File: src/rtl/pipe_stage_buf.sv
// Generic inter-stage pipeline buffer: opaque payload, valid/ready handshake,
// optional skid entry, sticky halt tracking and a saturating stall counter.
module pipe_stage_buf #(
    parameter int DATA_W = 128,
    parameter int DEPTH  = 2,
    parameter int CNT_W  = 16
) (
    input  logic              CLK,
    input  logic              nRST,
    input  logic              in_valid,
    output logic              in_ready,
    input  logic [DATA_W-1:0] in_data,
    input  logic              in_halt,
    input  logic              flush,
    output logic              out_valid,
    input  logic              out_ready,
    output logic [DATA_W-1:0] out_data,
    output logic              out_halt,
    output logic [1:0]        occupancy,
    output logic [CNT_W-1:0]  stall_cnt
);

    typedef enum logic [1:0] {
        OCC_EMPTY = 2'd0,
        OCC_ONE   = 2'd1,
        OCC_FULL  = 2'd2
    } occ_e;

    occ_e              state_q, state_d;
    logic [DATA_W-1:0] head_data_q, head_data_d;
    logic              head_halt_q, head_halt_d;
    logic [DATA_W-1:0] skid_data_q, skid_data_d;
    logic              skid_halt_q, skid_halt_d;
    logic              halted_q, halted_d;
    logic [CNT_W-1:0]  stall_q, stall_d;

    logic accept_s;
    logic deliver_s;
    logic stall_inc_s;

    assign out_valid = (state_q != OCC_EMPTY);
    assign out_data  = head_data_q;
    assign out_halt  = head_halt_q;
    assign occupancy = state_q;
    assign stall_cnt = stall_q;

    assign accept_s    = in_valid & in_ready;
    assign deliver_s   = out_valid & out_ready;
    assign stall_inc_s = out_valid & ~out_ready & ~flush;

    // DEPTH=1 passes downstream ready through; DEPTH=2 uses registers only
    generate
        if ((DEPTH != 1 && DEPTH != 2) || DATA_W < 1 || DATA_W > 1024 || CNT_W < 1) begin : g_bad_param
            $error("pipe_stage_buf: DEPTH must be 1 or 2, DATA_W 1..1024, CNT_W >= 1");
            assign in_ready = 1'b0;
        end else if (DEPTH == 1) begin : g_depth1
            assign in_ready = nRST & ~halted_q & (~out_valid | out_ready);
        end else begin : g_depth2
            assign in_ready = nRST & ~halted_q & (state_q != OCC_FULL);
        end
    endgenerate

    // Next-state for occupancy FSM, entry storage, halt flag and stall counter
    always_comb begin
        state_d     = state_q;
        head_data_d = head_data_q;
        head_halt_d = head_halt_q;
        skid_data_d = skid_data_q;
        skid_halt_d = skid_halt_q;
        halted_d    = halted_q;
        stall_d     = stall_q;

        if (stall_inc_s && (stall_q != {CNT_W{1'b1}})) begin
            stall_d = stall_q + CNT_W'(1);
        end else begin
            stall_d = stall_q;
        end

        if (flush) begin
            // The squashed bubble is an all-zero NOP; same-cycle input is dropped
            state_d     = OCC_EMPTY;
            head_data_d = '0;
            head_halt_d = 1'b0;
            skid_data_d = '0;
            skid_halt_d = 1'b0;
            halted_d    = 1'b0;
        end else begin
            halted_d = halted_q | (accept_s & in_halt);
            case (state_q)
                OCC_EMPTY: begin
                    if (accept_s) begin
                        head_data_d = in_data;
                        head_halt_d = in_halt;
                        state_d     = OCC_ONE;
                    end else begin
                        state_d = OCC_EMPTY;
                    end
                end
                OCC_ONE: begin
                    if (accept_s && deliver_s) begin
                        head_data_d = in_data;
                        head_halt_d = in_halt;
                    end else if (accept_s && (DEPTH == 2)) begin
                        skid_data_d = in_data;
                        skid_halt_d = in_halt;
                        state_d     = OCC_FULL;
                    end else if (deliver_s) begin
                        head_data_d = '0;
                        head_halt_d = 1'b0;
                        state_d     = OCC_EMPTY;
                    end else begin
                        state_d = OCC_ONE;
                    end
                end
                OCC_FULL: begin
                    if (deliver_s) begin
                        head_data_d = skid_data_q;
                        head_halt_d = skid_halt_q;
                        skid_data_d = '0;
                        skid_halt_d = 1'b0;
                        state_d     = OCC_ONE;
                    end else begin
                        state_d = OCC_FULL;
                    end
                end
                default: begin
                    state_d     = OCC_EMPTY;
                    head_data_d = '0;
                    head_halt_d = 1'b0;
                    skid_data_d = '0;
                    skid_halt_d = 1'b0;
                end
            endcase
        end
    end

    // State registers with synchronous active-low reset
    always_ff @(posedge CLK) begin
        if (!nRST) begin
            state_q     <= OCC_EMPTY;
            head_data_q <= '0;
            head_halt_q <= 1'b0;
            skid_data_q <= '0;
            skid_halt_q <= 1'b0;
            halted_q    <= 1'b0;
            stall_q     <= '0;
        end else begin
            state_q     <= state_d;
            head_data_q <= head_data_d;
            head_halt_q <= head_halt_d;
            skid_data_q <= skid_data_d;
            skid_halt_q <= skid_halt_d;
            halted_q    <= halted_d;
            stall_q     <= stall_d;
        end
    end

endmodule
File: config.mk
export PLATFORM = sky130hd
export DESIGN_NAME = pipe_stage_buf
export DESIGN_NICKNAME = d
export VERILOG_FILES = /design/src/rtl/pipe_stage_buf.sv
export SDC_FILE = /design/constraint.sdc
export NUM_CORES = 1
export LEC_CHECK = 0
export CORE_UTILIZATION = 32
export DETAILED_ROUTE_END_ITERATION = 10
export PLACE_DENSITY = 0.6
export SYNTH_ARGS = -nofsm -noshare
export SYNTH_HDL_FRONTEND = slang
export SYNTH_SLANG_ARGS = --single-unit
export TNS_END_PERCENT = 30
File: constraint.sdc
create_clock -name CLK -period 1.9 [get_ports CLK]
set_input_delay 0.38 -clock CLK [delete_from_list [all_inputs] [get_ports CLK]]
set_output_delay 0.38 -clock CLK [all_outputs]
set_load 0.02 [all_outputs]
==> reports/metrics.cfg <==
[yosys]
ys_warn_count=0
synth_xor_area_share_pct=0
synth_fa_ha_area_share_pct=0.120
synth-simple-area-share_pct=19.3
ys_ff_latch=277
avgSynthCellArea_sq_um=9.10
synth_mux_area_share_pct=0.288
synth_top_family_by_area=compound AO/OA/AOI/OAI gates
synthArstFlopShare_pct=0
synthCells=1146
synth_top_area_cell=dfxtp_1
yosysUniqueCellTypes=44
ys_top_cells_by_area=dfxtp_1 53%, a222oi_1 12%, o21ai_0 6.4%
synth.top_cell.area_share_pct=53.2
synth_common_cells=277 x dfxtp_1, 136 x nand2_1, 133 x nor2_1, 133 x o21ai_0, 132 x nand3_1
synth_most_common_cell=dfxtp_1
synth_area_sq_mm=0.0104
synth_fp_nets=1281
ys_seq_area_share_pct=53.2
synth_edf_count=0
synth_compound_area_share_pct=20.9
ys.flop_type=dfxtp_1

[critical_path]
cp_top_family=buffers and inverters
worst_path_largest_cell_delay_ns=0.60
start_kind=flop
reg2reg_slack_ns=0.15
cp-end-kind=primary output
timing.rr.end=stall_cnt[0]$_SDFFE_PN0P_
path_cells=clkdlybuf4s50_1
rr_worst_depth=5
worst-path-buf-inv=1
path_max_fanout=2
cp_data_arrival_time_ns=1.48
reg2reg_from=stall_cnt[0]$_SDFFE_PN0P_
path_depth=1
crit_end=out_data[11]
required_ns=1.52
cpMaxStageDelayCell=clkdlybuf4s50_1
crit_type=reg2out
critPathLaunch=out_data[11]$_SDFFE_PP0P_

[timing]
finalHoldViolCount=0
fin_crit_ns=1.86
rsz0062_at_grt=no
max_freq_mhz=538
setup_viol=0
tightest_slew_ns=0.314
skew_ns=0.00582
maxSlewHeadroom_pct=78.8
tns_ns=0
fin_crit_sh_pct=97.8
final-max-slew-violation-count=0

[placement]
io_buffers=282
place_congestion=0.747
placed_cell_area_sq_mm=0.0142
dpl.cell_count=1819
dpl.hpwl_mm=21.5

[global_route]
antenna_found_initial=1
track_usage_pct=19.5
grt_overflow_total=0
grt_pass1_wl_mm=53.1
grt_max_degree=75
grt_pass1_vias=9511

[clock_network]
ctsHoldBuffers=0
cts_buffers=31
clk_latency_ns=0.56
clk_pin_slew_worst_paths_ns=0.06
cts-root-buf=clkbuf_16
h-tree-depth=1
cts_sinks=277
cts_tree=done
clockBufferDepth=3
post_cts_buffers=0

[cells_and_area]
syn2layout_area_growth_pct=46.0
final_nets=1553
fin_area_sq_mm=0.0152
fin_cells=1879
final_layout_size_suffix_gt1_share_pct=10.6

[floorplan]
start_util_pct=32.8
die-area_sq_mm=0.0333
die_w_um=183
fp.dieH_um=183
core_sq_mm=0.0318
num_io_pins=283
rows=65

[power]
p_per_area_mw_per_mm2=881
max-vdd-ir-drop_uv=613
p_leak_nw=6.17

[flow_run]
drv_cap=0

[detailed_routing]
drt_iter0_markers=1016
viasPerCell=5.33
drc_errors=0
drt_wl_total_mm=34.0
postRouteAntennaNets=0
route.vias.total=10012
wire_per_inst_um=18.1
first_pass_iters=8

[status]
status=completed

[worst_hold_path]
hp-start=nRST
hp-class=in2reg

[registers in the layout (all words and copies together) (netlist names)]
register,count
skid_data_q,128
halted_q,1
out_halt,1
out_data,128
stall_cnt,16
skid_halt_q,1
occupancy,2
[timing repair]
action	4_1_cts	5_1_grt
pin swaps	0	3
resized for setup	133	35
setup endpoints to repair	122	111
cloned	0	1
[where the power goes]
group | switching, W | total [W] | leakage [nW] | internal [W]
combinational | 0.000633 | 0.00122 | 3.40 | 0.000588
clock | 0.00247 | 0.00628 | 0.527 | 0.00381
sequential | 0.0000347 | 0.00591 | 2.24 | 0.00587
total | 0.00314 | 0.0134 | 6.17 | 0.0103
[tightest hold or removal path, cell delays in order]
cell	delay [ns]
dlymetal6s2s_1	0.18
buf_4	0.17
nand2b_1	0.06
o41ai_1	0.06
[per-stage QoR]
stage / worst slack [ns] / total power, W / hold WS, ns / util [%]
detailed placement: -0.525 / 0.00728 / 0.462 / 44.6
global placement: -0.572 / 0.00728 / 0.453 / 44.6
finish: 0.0426 / 0.0134 / 0.336 / 47.9
global route: 0.000493 / 0.0139 / 0.342 / 47.9
CTS: 0.000185 / 0.0136 / 0.377 / 47.6
floorplan: 0.0367 / 0.00656 / 0.444 / -
[routing by layer]
layer  vias to the layer above  part of all wire, %  global-route usage [%]
li1                       4817                    -                       -
met1                      4800                   43                    25.7
met2                       352                   46                    30.9
met3                        43                  9.8                    6.41
met4                         0                  1.5                    4.20
met5                         -                    0                       0
[worst min path at each step]
stage | endpoint | slack [ns] | cells after the start
final | stall_cnt[15]$_SDFFE_PN0P_ | 0.34 | 4
after global routing | stall_cnt[13]$_SDFFE_PN0P_ | 0.34 | 4
after detailed placement | skid_data_q[102]$_SDFFE_PP0P_ | 0.46 | 2
after floorplan | skid_data_q[100]$_SDFFE_PP0P_ | 0.44 | 2
after global placement | skid_data_q[96]$_SDFFE_PP0P_ | 0.45 | 2
after CTS | skid_data_q[32]$_SDFFE_PP0P_ | 0.38 | 3
[area by class of cell]
cell class | count | area [sq um]
fillers | 3024 | 16600
flip-flops and latches | 277 | 5550
multi-input cells | 744 | 4310
repair buffers | 358 | 3730
clock buffers | 43 | 891
well taps | 435 | 544
clock inverters | 15 | 190
inverters | 6 | 22.5
diodes | 1 | 2.50
[layout by cell type, fill, tap and decap left out, drive strengths merged, types with 25 or more instances in the layout]
| master | count |
|---|---|
| o21ai | 133 |
| clkbuf | 45 |
| clkdlybuf4s50 | 135 |
| nand3 | 132 |
| nand2 | 136 |
| a222oi | 129 |
| dfxtp | 277 |
| dlygate4sd2 | 118 |
| dlymetal6s2s | 25 |
| buf | 76 |
| nor2 | 133 |
[cells by family after synthesis]
family                   after synthesis
AO/OA/AOI/OAI                        293
adder cells (fa/ha/maj)                1
buffers and inverters                125
flip-flops                           277
multiplexers                           3
AND/OR/NAND/NOR                      447
No activity file was read; power rests on OpenSTA's default activity.
